[config.mk]
export PLATFORM = sky130hd
export DESIGN_NAME = muldiv_unit
export DESIGN_NICKNAME = d
export VERILOG_FILES = /design/src/rtl/muldiv_unit.sv
export SDC_FILE = /design/constraint.sdc
export NUM_CORES = 1
export LEC_CHECK = 0
export BUFFER_PORTS_ARGS = -buffer_cell sky130_fd_sc_hd__buf_2
export CORE_MARGIN = 8
export CORE_UTILIZATION = 53
export CTS_CLUSTER_SIZE = 20
export DETAILED_ROUTE_END_ITERATION = 6
export GPL_TIMING_DRIVEN = 0
export PLACE_DENSITY = 0.85
export SETUP_SLACK_MARGIN = 0.1
export SLEW_MARGIN = 20
export SYNTH_ARGS = -nofsm -noshare
export SYNTH_HDL_FRONTEND = slang
export SYNTH_SLANG_ARGS = --single-unit
[constraint.sdc]
create_clock -name clk -period 5.7 [get_ports clk]
set_input_delay 0.57 -clock clk [delete_from_list [all_inputs] [get_ports clk]]
set_output_delay 0.57 -clock clk [all_outputs]
set_load 0.005 [all_outputs]
[src/rtl/muldiv_unit.sv]
// Iterative HI/LO multiply-divide unit: 32-cycle unsigned shift-add MULTU and
// restoring DIVU, plus single-cycle MTHI/MTLO writes.
module muldiv_unit (
  input  logic        clk,
  input  logic        reset,
  input  logic        start,
  input  logic [1:0]  op,
  input  logic [31:0] srca,
  input  logic [31:0] srcb,
  input  logic        hisel,
  output logic [31:0] rdata,
  output logic        busy,
  output logic        done,
  output logic        divzero
);

  typedef enum logic {IDLE = 1'b0, RUN = 1'b1} state_t;

  state_t      state_q, state_d;
  logic [5:0]  cnt_q;
  logic        is_div_q;
  logic [31:0] opb_q;          // multiplicand (MULTU) or divisor (DIVU)
  logic [63:0] acc_q, acc_d;   // MULTU: {partial sum, multiplier}; DIVU: [31:0] dividend -> quotient
  logic [32:0] rem_q, rem_d;
  logic [31:0] hi_q, lo_q, hi_d, lo_d;
  logic        done_q, done_d, divzero_q, divzero_d;
  logic        accept, last;
  logic [32:0] sum, shifted;
  logic [33:0] diff;

  assign accept = (state_q == IDLE) && start;
  assign last   = (state_q == RUN) && (cnt_q == 6'd31);

  // State register
  always_ff @(posedge clk or posedge reset) begin
    if (reset) state_q <= IDLE;
    else       state_q <= state_d;
  end

  // Next-state logic
  always_comb begin
    state_d = state_q;
    case (state_q)
      IDLE: if (accept && !op[1]) state_d = RUN;
      RUN:  if (last)             state_d = IDLE;
      default:                    state_d = IDLE;
    endcase
  end

  // Output decode
  always_comb begin
    busy      = (state_q == RUN);
    done_d    = last || (accept && op[1]);
    divzero_d = last && is_div_q && (opb_q == 32'd0);
    rdata     = hisel ? hi_q : lo_q;
  end

  assign done    = done_q;
  assign divzero = divzero_q;

  // One iteration step for each algorithm
  always_comb begin
    sum     = {1'b0, acc_q[63:32]} + (acc_q[0] ? {1'b0, opb_q} : 33'd0);
    shifted = {rem_q[31:0], acc_q[31]};
    diff    = {1'b0, shifted} - {2'b00, opb_q};
    acc_d   = acc_q;
    rem_d   = rem_q;
    if (is_div_q) begin
      // Non-negative trial difference keeps the subtraction and sets the quotient bit
      rem_d = diff[33] ? shifted : diff[32:0];
      acc_d = {acc_q[63:32], acc_q[30:0], ~diff[33]};
    end else begin
      acc_d = {sum, acc_q[31:1]};
    end
  end

  always_comb begin
    hi_d = hi_q;
    lo_d = lo_q;
    if (accept && op == 2'b10) hi_d = srca;
    if (accept && op == 2'b11) lo_d = srca;
    if (last) begin
      hi_d = is_div_q ? rem_d[31:0] : acc_d[63:32];
      lo_d = acc_d[31:0];
    end
  end

  always_ff @(posedge clk or posedge reset) begin
    if (reset) begin
      cnt_q     <= 6'd0;
      is_div_q  <= 1'b0;
      opb_q     <= 32'd0;
      acc_q     <= 64'd0;
      rem_q     <= 33'd0;
      hi_q      <= 32'd0;
      lo_q      <= 32'd0;
      done_q    <= 1'b0;
      divzero_q <= 1'b0;
    end else begin
      hi_q      <= hi_d;
      lo_q      <= lo_d;
      done_q    <= done_d;
      divzero_q <= divzero_d;
      if (accept && !op[1]) begin
        cnt_q    <= 6'd0;
        is_div_q <= op[0];
        opb_q    <= op[0] ? srcb : srca;
        acc_q    <= op[0] ? {32'd0, srca} : {32'd0, srcb};
        rem_q    <= 33'd0;
      end else if (state_q == RUN) begin
        cnt_q <= cnt_q + 6'd1;
        acc_q <= acc_d;
        rem_q <= rem_d;
      end
    end
  end

endmodule

# Word-level counts from Yosys, hierarchy flattened
# Cells that the tools add are included.
word_totals:
  ff_bits: 202
  latchBits: 0
  ramBits: 0
  mem_bits_ro: 0
  inputBits: 70
  wordCells: 53
  memories: 0
op_classes:
  n_addsub: 3
  multipliers: 0
  n_div: 0
  magnitude_cmp: 0
  eq_ne: 3
  shift: 0
  muxes: 21
  bitwise: 2
  n_reduce_logical: 14
op_table:
  columns: ["cell", "n"]
  rows:
  - ["$mux W32", 13]
  - ["$mux W64", 3]
  - ["$sub A33 B32 Y34", 1]
  - ["$add A32 B32 Y33", 1]
  - ["$logic_not A32 Y1", 1]
  - ["$mux W6", 2]
  - ["$logic_and A1 B1 Y1", 8]
  - ["$add A6 B1 Y6 const B", 1]
  - ["$eq A6 B5 Y1 const B", 1]
  - ["$reduce_bool A2 Y1", 3]
  - ["$eq A2 B2 Y1 const B", 2]
  - ["$mux W1", 2]
  - ["$not A1 Y1", 2]
  - ["$pmux W1 S2", 1]
  - ["$logic_not A1 Y1", 1]
  - ["$logic_or A1 B1 Y1", 1]

# Longest topological paths before layout
# Gate-level depths: netlist of run 1.
logic_depth:
  ltp_word: 5
  mapped_depth: 14
  depth_no_buf: 13

# Worst setup path before layout of run 1
# OpenSTA, ideal clock, no wires.
synth_timing:
  kind: "register -> register"
  startpoint: "reg acc_q[0]"
  endpoint: "reg hi_q[26]"
  setup_ps: 120
  arrival_ps: 2995
  required_ps: 5580
  slack_ps: 2585
  stages_incl_launch_ff: 13
  path_buffers: 1
  period_less_slack_ps: 3115
  path_cell_list: "dfrtp_1 > clkbuf_1 > and2_1 > ha_1 > a21o_1 > a31oi_1 > a21oi_1 > o21ai_0 > a21oi_1 > o21ai_0 > mux2_2 > a21o_1 > a31o_2"
synth_between:
  elab_chain_cells: 5
synth_rtl:
  columns: ["element", "line", "text"]
  rows:
  - ["from (decl)", "23", "logic [63:0] acc_q, acc_d;"]
  - ["from (signal assigned)", "108", "acc_q <= op[0] ? {32'd0, srca} : {32'd0, srcb};"]
  - ["$mux W32", "63", "sum = {1'b0, acc_q[63:32]} + (acc_q[0] ? {1'b0, opb_q} : 33'd0);"]
  - ["$add A32 B32 Y33", "63", null]
  - ["$mux W64", "68", "if (is_div_q) begin"]
  - ["$mux W32", "83", "hi_d = is_div_q ? rem_d[31:0] : acc_d[63:32];"]
  - ["$mux W32", "82", "if (last) begin"]
  - ["to (signal assigned)", "100", "hi_q <= hi_d;"]
  - ["to (decl)", "25", "logic [31:0] hi_q, lo_q, hi_d, lo_d;"]
# Every way passes these cells.
# A chain may end at the register's enable or synchronous reset.

# Worst setup path in the final report of run 1
# Ends and elaborated chain as after synthesis.

==> impl_summary.log, run 1 <==
INFO  metric hold_vio_cnt_final = 0
INFO  metric netlist-cell-type-count = 79
INFO  metric critical_path_class = reg -> reg
INFO  metric hp-class = in -> async
INFO  metric synth_top_flop_cell = dfrtp_1
INFO  metric cts_htree_levels = 1
INFO  metric globalRouteOverflowTotal = 0
INFO  metric crit_path_max_fanout = 10
INFO  metric synthArstFlopShare = 1.00
INFO  metric fill_cells = ~2200
INFO  metric gp_routability_congestion = ~1
INFO  metric post_synthesis_simple_gate_area_fraction = 0.162
INFO  metric peakVddDrop = 0.000332 V
INFO  metric synthMostInstantiatedCell = dfrtp_1
INFO  metric global_route_wire_length_before_repair = 78.4 mm
INFO  metric total_power = roughly 12000 uW
INFO  metric r2r_cells = 12
INFO  metric synth_top_cells_by_area = dfrtp_1 (36%), mux2i_1 (6.5%), ha_1 (5.9%), nand2_1 (5.4%), o21ai_0 (5.3%)
INFO  metric multiInputGateArea = roughly 8000 um2
INFO  metric yosysTopAreaCell = dfrtp_1
INFO  metric synthMuxAreaShare = 0.114
INFO  metric die-width = between 150 and 200 um
INFO  metric wl = 50.8 mm
INFO  metric grt_pass1_vias = roughly 14000
INFO  metric drc_errors = 0
INFO  metric run_status = finished clean
INFO  metric finish.net_count = 1845
INFO  metric synth.top_cell.area_share = 0.365
INFO  metric drv_slew = 0
INFO  metric std_cell_rows = a little under 60
INFO  metric detailedRoute.firstPassIterationCount = 5
INFO  metric ys.warnings.count = 0
INFO  metric synth_enable_flop_cells = 0
INFO  metric library_cell_used_as_clock_root_buffer = clkbuf_16
INFO  metric final_layout_size_suffix_gt1_frac = 0.138
INFO  metric routed-via-count = 13769
INFO  metric final.min_clock_period = 4260 ps
INFO  metric grt_antenna_before_repair = 3
INFO  metric max-cap-violations = 0
INFO  metric synthAdderAreaFrac = 0.0616
INFO  metric area.sequential = 5050 um2
INFO  metric synth_xor_area_frac = 0.0348
INFO  metric clk_pin_slew_worst_paths = ~60 ps
INFO  metric worst-endpoint-required = 6120 ps
INFO  metric globalRouteTotalUtil = 0.319
INFO  metric powerDensity = around 760 nW/um2
INFO  metric insertedDiodeCount = 0
INFO  metric fp.dieArea = 31600 um2
INFO  metric clock-sinks = about 200
INFO  metric cts_tree = built
INFO  metric cts_buffers = 23
INFO  metric complex_gate_fraction_of_the_synthesized_area = 0.221
INFO  metric setup-tns-final = 0 ps
INFO  metric area_growth_syn_to_layout = 12.6%
INFO  metric cts-root-to-sink-buffers = 3
INFO  metric final_antenna_net_count = 0
INFO  metric maximum_number_of_pins_on_one_net_before_global_route_repair = 35
INFO  metric critPathLaunchType = flop
INFO  metric fmax = 0.235 GHz
INFO  metric postSynthNetCount = around 1700
INFO  metric coreArea = 25800 um2
INFO  metric max_slew_margin = 0.300
INFO  metric post_synth_most_frequent_cells = dfrtp_1 (202), nand2_1 (200), o21ai_0 (146)
INFO  metric power_leakage = 0.00717 uW
INFO  metric clock_insertion_delay_worst_skew = 540 ps
INFO  metric final_setup_violation_count = 0
INFO  metric cp-end-kind = flop
INFO  metric place.port_buffers = between 100 and 150
INFO  metric synthCells = roughly 1600
INFO  metric post_drt_via_cell_ratio = around 6.7
INFO  metric dieHeight = around 180 um
INFO  metric regToRegSetupSlack = approximately 1400 ps
INFO  metric floorplan.initialDensity = 0.536
INFO  metric critPathArrivalTime = around 4700 ps
INFO  metric yosys_register_bits = between 200 and 250
INFO  metric number_of_gates_resized_after_cts = 0
INFO  metric worstMarginPinSlew = ~1000 ps
INFO  metric ys_seq_area_frac = 0.365
INFO  metric ratio_of_final_minimum_period_to_clock_period = 0.747
INFO  metric place.detailed.hpwl = between 30 and 40 mm
INFO  metric cts_post_setup_buffers_inserted = 0
INFO  metric detailedRoute.firstIterationViolations = between 1500 and 2000
INFO  metric synthesis.area = 13900 um2
INFO  metric post_synth.cell_area_avg = between 8 and 9 um2
INFO  metric wl_per_cell = approximately 25 um
INFO  metric unrepaired_setup_endpoints_after_global_routing = no
INFO  metric main_combinational_cell_family_by_area_after_synthesis = compound AO/OA/AOI/OAI gates
INFO  metric skew = roughly 22 ps
INFO  metric cts_hold_repair.buffers = 0
INFO  metric ioPinCount = about 110
==> per-stage QoR <==
stage | util | setup WS, ps | hold WS (ps) | std cells | area, um2
floorplan | - | 2510 | 446 | 1575 | 13900
global placement | 0.572 | 1180 | 459 | 2012 | 14800
detailed placement | 0.577 | 1620 | 471 | 2018 | 14900
CTS | 0.604 | 1580 | 120 | 2058 | 15600
global route | 0.604 | 1310 | 150 | 2058 | 15600
finish | 0.604 | 1440 | 108 | 2058 | 15600
==> sequential cells by signal, summed over array words and instances (netlist names) <==
| register | count |
|---|---|
| acc_q | 64 |
| hi_q | 32 |
| lo_q | 32 |
| opb_q | 32 |
| rem_q | 32 |
| cnt_q | 6 |
| busy | 1 |
| divzero | 1 |
| done | 1 |
| is_div_q | 1 |
==> worst max-delay path, cell delays in order, from the launching register on <==
cell and delay (ps):
dfrtp_1 580, clkbuf_1 370, and2_1 190, ha_1 290, a21o_1 220, a31oi_1 180
a21oi_1 110, o21ai_0 600, a21oi_1 260, o21ai_0 460, mux2_2 410, a21o_1 210
a31o_2 240
==> power breakdown <==
group	switching (uW)	total [uW]	internal, uW
Clock	640	1420	782
Combinational	4560	7560	3000
Sequential	723	2890	2170
Total	5920	11900	5950
==> cells in the final DEF (no fill, tap or decap), drive strengths merged, types with 14 or more instances in the layout <==
master	netlist	layout
o22ai	19	19
and2	39	39
buf	21	129
mux2	59	59
a21o	26	26
dfrtp	202	202
nand4	14	14
a211oi	19	19
a221oi	14	14
clkbuf	73	105
inv	51	51
xor2	16	16
ha	65	65
o21ai	155	155
a21oi	108	108
nand2	200	200
nor2	88	88
nand3	69	69
xnor2	39	39
mux2i	90	90
o211ai	36	36
==> final cells by class <==
class,instances,area share
buffer,94,0.0253
clock buffer,32,0.0410
clock inverter,8,0.00321
inverter,52,0.0128
multi-input combinational,1227,0.526
sequential,202,0.324
tap,335,0.0269
timing repair buffer,108,0.0404
==> cell families (layout without fill, tap and decap cells) <==
family | Yosys count | after routing
AOI/OAI and AO/OA | 473 | 473
DFF | 202 | 202
xor gates and xnor gates | 55 | 55
adders and majority gates | 67 | 67
muxes | 149 | 149
buffers and inverters | 146 | 294
and+or+nand+nor | 483 | 483
==> final timing paths <==
path,startpoint,end
min,reset,acc_q[59]$_DFFE_PP0P_
max reg2reg,acc_q[0]$_DFFE_PP0P_,hi_q[26]$_DFFE_PP0P_
min reg2reg,lo_q[18]$_DFFE_PP0P_,lo_q[18]$_DFFE_PP0P_
max,acc_q[0]$_DFFE_PP0P_,hi_q[26]$_DFFE_PP0P_
min in group clk,srca[3],hi_q[3]$_DFFE_PP0P_
max in group asynchronous,reset,acc_q[25]$_DFFE_PP0P_
==> routing by layer <==
layer,share of wire,GRT usage,up-vias,wire length [um]
met5,0.00026,0,-,13
met4,0.054,0.159,2,2750
met3,0.12,0.0787,196,5880
met2,0.44,0.489,988,22300
met1,0.39,0.415,6582,19800
li1,-,-,6001,-
Power figures use the tool's default switching activity.
==> run 2, diff against run 1 <==
clock period = 3.88 ns   (was 5.7 ns; I/O delays follow)
==> impl_summary.log, run 2 (same netlist as run 1, synthesis figures left out) <==
INFO  metric final_antenna_net_count = 0 (unchanged)
INFO  metric grt_pass1_vias = 13640 (+0.10%)
INFO  metric drv_slew = 0 (unchanged)
INFO  metric hold_vio_cnt_final = 0 (unchanged)
INFO  metric cts-root-to-sink-buffers = 3 (unchanged)
INFO  metric critPathLaunchType = flop
INFO  metric skew = 27.2 ps (+4.93 ps)
INFO  metric std_cell_rows = 59 (unchanged)
INFO  metric cp-end-kind = flop
INFO  metric detailedRoute.firstIterationViolations = 1527 (-1.5%)
INFO  metric fin_cells = 2060 (+0.097%)
INFO  metric worst_hold_slack = 150 ps (+41.8 ps)
INFO  metric multiInputGateArea = 8230 um2 (+0.30%)
INFO  metric post_drt_via_cell_ratio = 6.68 (-0.23%)
INFO  metric fill_cells = 2200 (-0.59%)
INFO  metric clock_insertion_delay_worst_skew = 540 ps (about the same)
INFO  metric wl_per_cell = 24.7 um (-0.16%)
INFO  metric clock-sinks = 202 (unchanged)
INFO  metric cts_htree_levels = 1 (unchanged)
INFO  metric fmax = 0.271 GHz (+15%)
INFO  metric top_register = acc_q
INFO  metric area.sequential = 5060 um2 (about the same)
INFO  metric finish.net_count = 1847 (+0.11%)
INFO  metric worst-endpoint-required = 4300 ps (-1820 ps)
INFO  metric gp_routability_congestion = 0.992 (unchanged)
INFO  metric final.min_clock_period = 3690 ps (-566 ps)
INFO  metric global_route_wire_length_before_repair = 78.4 mm (about the same)
INFO  metric detailedPlace.worstSlack = -196 ps (-1820 ps)
INFO  metric regToRegSetupSlack = 190 ps (-1250 ps)
INFO  metric maximum_number_of_pins_on_one_net_before_global_route_repair = 35 (unchanged)
INFO  metric cts_buffers = 23 (unchanged)
INFO  metric detailedRoute.firstPassIterationCount = 7 (+2)
INFO  metric globalRouteTotalUtil = 0.319 (about the same)
INFO  metric area_growth_syn_to_layout = 13.0%
INFO  metric floorplan.initialDensity = 0.536 (unchanged)
INFO  metric library_cell_used_as_clock_root_buffer = clkbuf_16
INFO  metric grt_antenna_before_repair = 3 (unchanged)
INFO  metric drc_errors = 0 (unchanged)
INFO  metric max-cap-violations = 0 (unchanged)
INFO  metric final.setup.worst_slack = 187 ps (-1250 ps)
INFO  metric mostFrequentLayoutCells = dfrtp_1 (201), nand2_1 (200), o21ai_0 (144)
INFO  metric ioPinCount = 105 (unchanged)
INFO  metric crit_path_max_fanout = 10 (unchanged)
INFO  metric critical_path_class = reg -> reg
INFO  metric die-width = 178 um (unchanged)
INFO  metric insertedDiodeCount = 0 (unchanged)
INFO  metric place.detailed.hpwl = 39.3 mm (unchanged)
INFO  metric place.port_buffers = 102 (unchanged)
INFO  metric largest_register_ffs = 64 (unchanged)
INFO  metric dieHeight = 178 um (unchanged)
INFO  metric max_slew_margin = 0.288 (-0.0125)
INFO  metric clk_pin_slew_worst_paths = 60 ps (about the same)
INFO  metric run_status = finished clean
INFO  metric fp.dieArea = 31600 um2 (unchanged)
INFO  metric worstMarginPinSlew = 1070 ps (+18.8 ps)
INFO  metric placed_cells = 2018 (unchanged)
INFO  metric critPathArrivalTime = 4120 ps (-560 ps)
INFO  metric powerDensity = 1120 nW/um2 (+47%)
INFO  metric ratio_of_final_minimum_period_to_clock_period = 0.952 (+0.205)
INFO  metric crit_path_max_incr_delay = 460 ps (-140 ps)
INFO  metric slowest_stage = dfrtp_2
INFO  metric unrepaired_setup_endpoints_after_global_routing = no
INFO  metric coreArea = 25800 um2 (unchanged)
INFO  metric power_leakage = 0.00719 uW (+0.28%)
INFO  metric cts_tree = built
INFO  metric cp_cell_sequence = buf_12, clkbuf_2, and2_1, ha_1, a21o_1, a311o_1, nand4b_1, a21bo_2, a2111oi_1, o32a_1, xor2_1, mux2i_1, a221oi_1
INFO  metric total_power = 17500 uW (+47%)
INFO  metric routed-via-count = 13751 (-0.13%)
INFO  metric wl = 50.8 mm (about the same)
INFO  metric final_setup_violation_count = 0 (unchanged)
INFO  metric peakVddDrop = 0.000490 V (+47%)
INFO  metric hp-class = in -> reg
INFO  metric globalRouteOverflowTotal = 0 (unchanged)
INFO  metric mostFrequentLayoutCell = dfrtp_1
INFO  metric final_layout_size_suffix_gt1_frac = 0.143 (+0.00506)
==> run 2: changes by cell type in the layout (fill, tap and decap cells not counted), moves of 2 or more <==
cell      previous run  this run
a211oi_1            16        14
a211oi_2             2         4
clkbuf_1            79        77
o21ai_0            146       144
==> run 2: cell type report <==
| class | instances | area share |
|---|---|---|
| Clock inverter | 8 | 0.00320 |
| Inverter | 52 | 0.0127 |
| Buffer | 94 | 0.0253 |
| Timing Repair Buffer | 110 | 0.0422 |
| Sequential cell | 202 | 0.323 |
| Tap cell | 335 | 0.0268 |
| Clock buffer | 32 | 0.0408 |
| Multi-Input combinational cell | 1227 | 0.526 |
==> run 2: final timing paths <==
check,from,end,cells after the start
worst min register to register,lo_q[29]$_DFFE_PP0P_,lo_q[29]$_DFFE_PP0P_,1
worst max register to register,acc_q[0]$_DFFE_PP0P_,hi_q[29]$_DFFE_PP0P_,13
worst max-delay path,acc_q[0]$_DFFE_PP0P_,hi_q[29]$_DFFE_PP0P_,13
min in group asynchronous,reset,acc_q[51]$_DFFE_PP0P_,3
worst min-delay path,srca[3],hi_q[3]$_DFFE_PP0P_,2
max in group asynchronous,reset,acc_q[25]$_DFFE_PP0P_,5
==> run 2: what timing repair did <==
action                                  CTS  global route
resized for setup                         3            10
endpoints found under the setup margin    8            11
hold buffers                              1             0
buffers inserted                          0             1
pin swaps                                 0             0
hold endpoints to repair                 19             0
==> run 2: report_power, final <==
part           total (uW)  internal (uW)  switching (uW)
registers            4240           3180            1060
clock network        2090           1150             943
logic               11200           4450            6720
total               17500           8790            8720
==> run 2: worst max-delay path: cells and delay by family, from the launching register on <==
kind	cells	cell delay (ps)
buffers and inverters	2	330
XOR/XNOR	1	200
AND/OR/NAND/NOR	2	340
adder cells (fa/ha/maj)	1	390
multiplexers	1	140
flip-flops	1	460
AO/OA/AOI/OAI	6	1700
==> run 2: metal layers <==
metal / global-route usage / vias up / part of all wire
li1: - / 5999 / -
met1: 0.414 / 6595 / 0.39
met2: 0.490 / 969 / 0.45
met3: 0.0787 / 186 / 0.12
met4: 0.159 / 2 / 0.048
met5: 0 / - / 0.00026
==> run 2: stage by stage <==
| step | utilization | setup TNS [ps] | area [um2] |
|---|---|---|---|
| floorplan | - | 0 | 13900 |
| global placement | 0.572 | -88320 | 14800 |
| detailed placement | 0.577 | -202 | 14900 |
| CTS | 0.604 | 0 | 15600 |
| global route | 0.606 | 0 | 15700 |
| finish | 0.606 | 0 | 15700 |
